### config.mk
export PLATFORM = sky130hd
export DESIGN_NAME = execute_stage
export DESIGN_NICKNAME = d
export VERILOG_FILES = /design/src/rtl/riscv_pkg.sv /design/src/rtl/serial_divider.sv /design/src/rtl/execute_stage.sv
export SDC_FILE = /design/constraint.sdc
export NUM_CORES = 2
export LEC_CHECK = 0
export BUFFER_PORTS_ARGS = -buffer_cell sky130_fd_sc_hd__buf_2
export CELL_PAD_IN_SITES_DETAIL_PLACEMENT = 1
export CELL_PAD_IN_SITES_GLOBAL_PLACEMENT = 1
export CORE_MARGIN = 10
export CORE_UTILIZATION = 35
export DETAILED_ROUTE_END_ITERATION = 7
export PLACE_DENSITY = 0.62
export SLEW_MARGIN = 10
export SYNTH_ARGS = -nofsm -noshare
export SYNTH_HDL_FRONTEND = slang
export SYNTH_SLANG_ARGS = --single-unit
export TNS_END_PERCENT = 30
### constraint.sdc
create_clock -name clk -period 20.9 [get_ports clk]
set_clock_uncertainty 0.1 [all_clocks]
set_input_delay 4.18 -clock clk [delete_from_list [all_inputs] [get_ports clk]]
set_output_delay 4.18 -clock clk [all_outputs]
set_load 0.1 [all_outputs]
### src/rtl/riscv_pkg.sv
// Shared encodings for the RV32IM execute stage: ALU op codes, M-extension
// funct3 values, forwarding selects and the divider FSM states.
package riscv_pkg;

  localparam logic [3:0] ALU_ADD  = 4'd0;
  localparam logic [3:0] ALU_SUB  = 4'd1;
  localparam logic [3:0] ALU_AND  = 4'd2;
  localparam logic [3:0] ALU_OR   = 4'd3;
  localparam logic [3:0] ALU_XOR  = 4'd4;
  localparam logic [3:0] ALU_SLT  = 4'd5;
  localparam logic [3:0] ALU_SLTU = 4'd6;
  localparam logic [3:0] ALU_SLL  = 4'd7;
  localparam logic [3:0] ALU_SRL  = 4'd8;
  localparam logic [3:0] ALU_SRA  = 4'd9;

  localparam logic [2:0] M_MUL    = 3'd0;
  localparam logic [2:0] M_MULH   = 3'd1;
  localparam logic [2:0] M_MULHSU = 3'd2;
  localparam logic [2:0] M_MULHU  = 3'd3;
  localparam logic [2:0] M_DIV    = 3'd4;
  localparam logic [2:0] M_DIVU   = 3'd5;
  localparam logic [2:0] M_REM    = 3'd6;
  localparam logic [2:0] M_REMU   = 3'd7;

  localparam logic [1:0] FWD_RF   = 2'b00;
  localparam logic [1:0] FWD_WB   = 2'b01;
  localparam logic [1:0] FWD_MEM  = 2'b10;

  localparam logic [1:0] DIV_IDLE = 2'd0;
  localparam logic [1:0] DIV_RUN  = 2'd1;
  localparam logic [1:0] DIV_DONE = 2'd2;

  function automatic logic [31:0] neg_if(input logic c, input logic [31:0] v);
    return c ? (32'd0 - v) : v;
  endfunction

endpackage

### src/rtl/serial_divider.sv
// Iterative restoring divider for DIV/DIVU/REM/REMU: one quotient bit per
// cycle on magnitudes, sign correction applied on the way out.
module serial_divider
  import riscv_pkg::*;
(
  input  logic        clk_i,
  input  logic        reset_i,
  input  logic        clear_i,
  input  logic        start_i,
  input  logic [2:0]  op_i,
  input  logic [31:0] dividend_i,
  input  logic [31:0] divisor_i,
  output logic        busy_o,
  output logic [31:0] result_o
);

  logic [1:0]  state_q, state_d;
  logic [4:0]  cnt_q, cnt_d;
  logic [31:0] rem_q, rem_d, quo_q, quo_d, dvsr_q, dvsr_d;
  logic        negq_q, negq_d, negr_q, negr_d, isrem_q, isrem_d;
  logic        busy_c, is_signed, div_zero, div_ovf;
  logic [31:0] abs_a, abs_b;
  logic [32:0] shifted, diff;

  always_comb begin
    is_signed = ~op_i[0];
    abs_a     = neg_if(is_signed & dividend_i[31], dividend_i);
    abs_b     = neg_if(is_signed & divisor_i[31], divisor_i);
    div_zero  = (divisor_i == 32'd0);
    div_ovf   = is_signed && (dividend_i == 32'h8000_0000) && (divisor_i == 32'hFFFF_FFFF);
    shifted   = {rem_q, quo_q[31]};
    diff      = shifted - {1'b0, dvsr_q};

    state_d = state_q;
    cnt_d   = cnt_q;
    rem_d   = rem_q;
    quo_d   = quo_q;
    dvsr_d  = dvsr_q;
    negq_d  = negq_q;
    negr_d  = negr_q;
    isrem_d = isrem_q;
    busy_c  = 1'b0;

    case (state_q)
      DIV_IDLE: begin
        if (start_i) begin
          busy_c  = 1'b1;
          isrem_d = op_i[1];
          if (div_zero || div_ovf) begin
            // Result is fixed up front; DONE outputs it with no sign correction.
            quo_d   = div_zero ? 32'hFFFF_FFFF : 32'h8000_0000;
            rem_d   = div_zero ? dividend_i : 32'd0;
            negq_d  = 1'b0;
            negr_d  = 1'b0;
            cnt_d   = 5'd0;
            state_d = DIV_DONE;
          end else begin
            quo_d   = abs_a;
            rem_d   = 32'd0;
            dvsr_d  = abs_b;
            negq_d  = is_signed & (dividend_i[31] ^ divisor_i[31]);
            negr_d  = is_signed & dividend_i[31];
            cnt_d   = 5'd31;
            state_d = DIV_RUN;
          end
        end
      end
      DIV_RUN: begin
        busy_c = 1'b1;
        // Trial subtract is non-negative exactly when bit 32 of the difference is clear.
        if (!diff[32]) begin
          rem_d = diff[31:0];
          quo_d = {quo_q[30:0], 1'b1};
        end else begin
          rem_d = shifted[31:0];
          quo_d = {quo_q[30:0], 1'b0};
        end
        if (cnt_q == 5'd0) state_d = DIV_DONE;
        else               cnt_d   = cnt_q - 5'd1;
      end
      // DONE never restarts: the same op is still held in ID/EX this cycle.
      DIV_DONE: state_d = DIV_IDLE;
      default:  state_d = DIV_IDLE;
    endcase

    if (clear_i) begin
      state_d = DIV_IDLE;
      cnt_d   = 5'd0;
    end
  end

  assign busy_o   = busy_c & ~clear_i & ~reset_i;
  assign result_o = isrem_q ? neg_if(negr_q, rem_q) : neg_if(negq_q, quo_q);

  always_ff @(posedge clk_i) begin
    if (reset_i) begin
      state_q <= DIV_IDLE;
      cnt_q   <= 5'd0;
      rem_q   <= 32'd0;
      quo_q   <= 32'd0;
      dvsr_q  <= 32'd0;
      negq_q  <= 1'b0;
      negr_q  <= 1'b0;
      isrem_q <= 1'b0;
    end else begin
      state_q <= state_d;
      cnt_q   <= cnt_d;
      rem_q   <= rem_d;
      quo_q   <= quo_d;
      dvsr_q  <= dvsr_d;
      negq_q  <= negq_d;
      negr_q  <= negr_d;
      isrem_q <= isrem_d;
    end
  end

endmodule

### src/rtl/execute_stage.sv
// EX stage of the RV32IM pipeline: operand forwarding, ALU, single-cycle
// multiplier, iterative divider and branch/jump target adder.
module execute_stage
  import riscv_pkg::*;
#(
  parameter int XLEN      = 32,
  parameter bit SUPPORT_M = 1'b1
) (
  input  logic            clk,
  input  logic            reset,
  input  logic            cleare,
  input  logic [XLEN-1:0] rd1e,
  input  logic [XLEN-1:0] rd2e,
  input  logic [XLEN-1:0] pce,
  input  logic [XLEN-1:0] immexte,
  input  logic [1:0]      forwardae,
  input  logic [1:0]      forwardbe,
  input  logic [XLEN-1:0] resultw,
  input  logic [XLEN-1:0] aluresultm,
  input  logic            alusrce,
  input  logic [3:0]      alucontrole,
  input  logic            jalre,
  input  logic            mdu_en_e,
  input  logic [2:0]      mdu_op_e,
  output logic [XLEN-1:0] aluresulte,
  output logic [XLEN-1:0] writedatae,
  output logic [XLEN-1:0] pctargete,
  output logic            zeroe,
  output logic            mdu_busye
);

  logic [XLEN-1:0] srca, srcb, fwdb, alu_res, mul_res, div_res, tgt_base, tgt_sum;
  logic            m_en, a_sgn, b_sgn, div_busy;
  logic signed [63:0] mul_a, mul_b, mul_p;

  always_comb begin
    case (forwardae)
      FWD_WB:  srca = resultw;
      FWD_MEM: srca = aluresultm;
      default: srca = rd1e;
    endcase
    case (forwardbe)
      FWD_WB:  fwdb = resultw;
      FWD_MEM: fwdb = aluresultm;
      default: fwdb = rd2e;
    endcase
    srcb = alusrce ? immexte : fwdb;
  end

  assign writedatae = fwdb;

  always_comb begin
    case (alucontrole)
      ALU_ADD:  alu_res = srca + srcb;
      ALU_SUB:  alu_res = srca - srcb;
      ALU_AND:  alu_res = srca & srcb;
      ALU_OR:   alu_res = srca | srcb;
      ALU_XOR:  alu_res = srca ^ srcb;
      ALU_SLT:  alu_res = {{(XLEN-1){1'b0}}, ($signed(srca) < $signed(srcb))};
      ALU_SLTU: alu_res = {{(XLEN-1){1'b0}}, (srca < srcb)};
      ALU_SLL:  alu_res = srca << srcb[4:0];
      ALU_SRL:  alu_res = srca >> srcb[4:0];
      ALU_SRA:  alu_res = $signed(srca) >>> srcb[4:0];
      default:  alu_res = '0;
    endcase
  end

  // Operands extended to 64 bits so a plain mod-2^64 product is exact for every variant.
  always_comb begin
    a_sgn   = (mdu_op_e == M_MULH) || (mdu_op_e == M_MULHSU);
    b_sgn   = (mdu_op_e == M_MULH);
    mul_a   = {{32{a_sgn & srca[31]}}, srca};
    mul_b   = {{32{b_sgn & srcb[31]}}, srcb};
    mul_p   = mul_a * mul_b;
    mul_res = (mdu_op_e == M_MUL) ? mul_p[31:0] : mul_p[63:32];
  end

  always_comb begin
    tgt_base  = jalre ? srca : pce;
    tgt_sum   = tgt_base + immexte;
    pctargete = {tgt_sum[XLEN-1:1], tgt_sum[0] & ~jalre};
  end

  assign m_en = SUPPORT_M && mdu_en_e;

  generate
    if (SUPPORT_M) begin : g_div
      serial_divider u_div (
        .clk_i      (clk),
        .reset_i    (reset),
        .clear_i    (cleare),
        .start_i    (mdu_en_e & mdu_op_e[2]),
        .op_i       (mdu_op_e),
        .dividend_i (srca),
        .divisor_i  (srcb),
        .busy_o     (div_busy),
        .result_o   (div_res)
      );
    end else begin : g_no_div
      assign div_busy = 1'b0;
      assign div_res  = '0;
    end
  endgenerate

  assign mdu_busye  = div_busy;
  assign aluresulte = m_en ? (mdu_op_e[2] ? div_res : mul_res) : alu_res;
  assign zeroe      = (aluresulte == '0);

endmodule

==> results by stage <==
Global route:
- For met2 alone, demand over resource in global routing was 58.2%.
- The first global-routing pass estimated 485000 µm of wire.
- The via count of the first global-routing pass was 61900.
- The global routing stage identified its most utilized layer as met2.
- Global routing used 36.5% of the available tracks across all layers.
- For met1 alone, demand over resource in global routing was 47.6%.
- The initial antenna violation count is 38.
- Entering global routing, the biggest net connects 84 pins.
- For this run, global-route usage on met3 was measured as 5.77%.
- Global routing finished with a remaining overflow of 0.

Logic synthesis:
- The proportion of synthesized chip area in sequential cells is 3.60%.
- The average size of a mapped cell is 7.91 µm².
- The warning count from the yosys run is 0.
- Synthesis produced a netlist with a net count of 9176.
- The cell count after synthesis came out at 7455.
- The most used flip-flop cell after synthesis is sky130_fd_sc_hd__dfxtp_1.
- The number of enable-type register cells in the synthesized netlist is 0.
- The number of library cell types mapped by synthesis is 92.
- The fraction of registers with async set or reset after synthesis is 0%.
- The synthesized netlist occupies a cell area of 59000 µm².
- In this run, synthesis produced a sequential element count of 106.

Finish:
- Once layout is done, the placed cells without fillers occupy 65900 µm².
- The fraction of layout cells with a size suffix above 1 is 12.2%.
- The area overhead of the layout relative to synthesis is 11.8%.
- Counting the fill cells in the layout gives 20300.
- The number of nets in the final layout is 9410.

Setup path:
- The kind of end point of the critical path is a primary output.
- The signal arrival time at the worst endpoint is 16.46 ns.
- The highest-delay cell along the critical path is sky130_fd_sc_hd__or4b_2.
- The peak fanout along the critical path is 32.
- The worst setup path category is input port to primary output.
- The cell repeated most along the worst path is sky130_fd_sc_hd__fa_1.
- The delay of the slowest cell on the worst path is 0.65 ns.
- STA puts the critical path data required time at 16.62 ns.
- The startpoint kind of the worst setup timing path is an input port.

Floorplanning:
- The floorplan has 150 rows.
- The horizontal die dimension is 430 µm.
- The die covers 185000 µm².
- From bottom edge to top edge, the die measures 430 µm.
- The core outline area is 167000 µm².
- The initial utilization of the core area, before any placement, comes to 35.2%.
- The count of boundary I/O pins is 307.

Clock tree:
- The clock-pin slew of the registers on the worst-case setup and hold paths is 0.08 ns.
- The depth of the CTS H-tree is 3.
- The clock root buffer is sky130_fd_sc_hd__clkbuf_16.
- The clock tree from TritonCTS is yes.
- The deepest clock path buffer count is 2.
- The count of clock tree sinks is 106.
- The number of CTS-inserted buffers is 9.
- The clock reaches the later pin of the worst-skew pair after 0.40 ns.
- The number of buffers inserted by hold repair at cts is 0.

Routing:
- The final antenna-violating net count is 0.
- The via count of the routed design is 58700.
- The wire length per cell is 34.8 µm.
- The total wire length after detailed routing is 345000 µm.
- The first detailed-routing pass ran for 5 iterations.
- The total DRC errors in the routed layout is 0.
- The starting DRC count in detailed routing is 5899.
- The routed via count divided by cell count is 5.92.

Place:
- After legalization and detailed placement, the total HPWL measured 288000 µm.
- The placer's final routability congestion estimate is 1.05.
- The standard cell area after detailed placement is 65300 µm².
- The count of input and output buffers is 306.

Worst hold path:
- The classification of the worst-slack hold path is flip-flop to flip-flop.

Timing:
- Adding up every negative setup slack in the final design gives 0 ns.
- Final hold analysis gives a worst-case slack of 0.355 ns.
- Setup repair after global routing left no endpoint under its margin.
- The total count of max-transition violations in the final report is 0.
- The worst path in the final design needs a cycle of 20.74 ns, including I/O delays and setup.
- Based on the critical path, the design can be clocked at up to 0.0482 GHz.
- The count of final hold-check violations is 0.
- The max-slew headroom at the worst pin is 10.3%.
- The final critical path takes up 99.2% of the cycle.
- Setup violations remaining at the end of the flow were counted as 0.
- For the pin with the worst max-slew slack, the measured transition is 1.34 ns.

Outcome:
- The flow ran to the end, and the final reports show no timing, DRC or antenna violations.

Job:
- The number of max-capacitance violations reported is 0.
[stage by stage]
step	utilization (%)	cells	setup slack, ns
after floorplan	-	7455	0.000680
after global placement	39.0	9868	0.141
after detailed placement	39.0	9869	0.155
after CTS	39.2	9885	0.0989
after global routing	39.3	9902	0.0323
final	39.4	9914	0.159
[repair_timing]
action / 4_1_cts / 5_1_grt
setup buffers: 0 / 13
endpoints found under the setup margin: 0 / 1
gates resized for setup: 0 / 6
[per-layer routing]
metal,wire (µm),part of all wire (%)
met1,143000,41
met2,155000,45
met3,24400,7.1
met4,22000,6.4
met5,129,0.037
[cell type report]
type                    count  area, µm²  area share, %
flip-flops and latches    106       2120           3.22
clock inverters             7       92.6          0.140
repair buffers            688       4870           7.40
inverters                1271       4790           7.26
clock buffers               9        225          0.342
well taps                2204       2760           4.18
diodes                     16       40.0         0.0608
multi-input cells        5613      51000           77.4
[critical path, delay by kind of cell]
family	cells	cell delay (ns)
AO/OA/AOI/OAI	7	2.52
adder cells (fa/ha/maj)	10	4.37
buffers and inverters	10	1.87
AND/OR/NAND/NOR	10	3.18
XOR/XNOR	1	0.29
[logic make-up after synthesis]
logic type	synth area share, %
and+or+nand+nor	16.7
buffers and inverters	11.2
adders and majority gates	46.5
AOI/OAI and AO/OA	15.0
xor gates and xnor gates	3.57
muxes	3.44
DFF	3.60
[cells in the mapped netlist (all sizes together), types with 23 or more instances]
cell type  instances  area, µm²
a211oi            63        473
a21o              66        495
a21oi            342       1710
a221oi            51        459
a22oi             73        548
a31oi             65        407
and3              24        150
buf              123        548
clkbuf           342       1280
dfxtp            106       2120
fa              1129      22600
ha               383       4790
inv             1258       4720
mux2              75        845
mux2i            116       1160
nand2           1043       3920
nand2b            47        294
nand3             83        415
nand4             27        169
nor2             779       2920
nor2b             39        244
nor3             129        646
nor4              33        213
o211ai            54        405
o21a              56        420
o21ai            255       1280
o21bai            23        173
o22ai             36        225
o31ai             48        384
or3               37        231
xnor2            167       1460
xor2              73        639
[final timing paths]
kind                            slack, ns                     end  cells past startpoint                    from
worst max register to register      14.72   g_div.u_div.rem_q[22]                     19   g_div.u_div.quo_q[31]
worst min register to register       0.35  g_div.u_div.dvsr_q[14]                      2  g_div.u_div.dvsr_q[14]
worst max-delay path                 0.16                   zeroe                     38            forwardae[0]
worst min-delay path                 0.35  g_div.u_div.dvsr_q[14]                      2  g_div.u_div.dvsr_q[14]
[registers in the layout, summed over array words and instances, names as in the netlist]
register	cells
g_div.u_div.dvsr_q	32
g_div.u_div.quo_q	32
g_div.u_div.rem_q	32
g_div.u_div.cnt_q	5
g_div.u_div.state_q	2
g_div.u_div.isrem_q	1
g_div.u_div.negq_q	1
g_div.u_div.negr_q	1
[layout by cell type (no fill, tap or decap), types with 166 or more instances in the layout]
cell type	count
sky130_fd_sc_hd__nor2_1	774
sky130_fd_sc_hd__xnor2_1	166
sky130_fd_sc_hd__fa_1	1119
sky130_fd_sc_hd__o21ai_0	214
sky130_fd_sc_hd__inv_1	1238
sky130_fd_sc_hd__nand2_1	1039
sky130_fd_sc_hd__ha_1	370
sky130_fd_sc_hd__a21oi_1	336
sky130_fd_sc_hd__buf_4	360
sky130_fd_sc_hd__buf_2	292
Power is not shown: default switching activity piles up to over one toggle a cycle in this logic, so the estimate is an artifact.
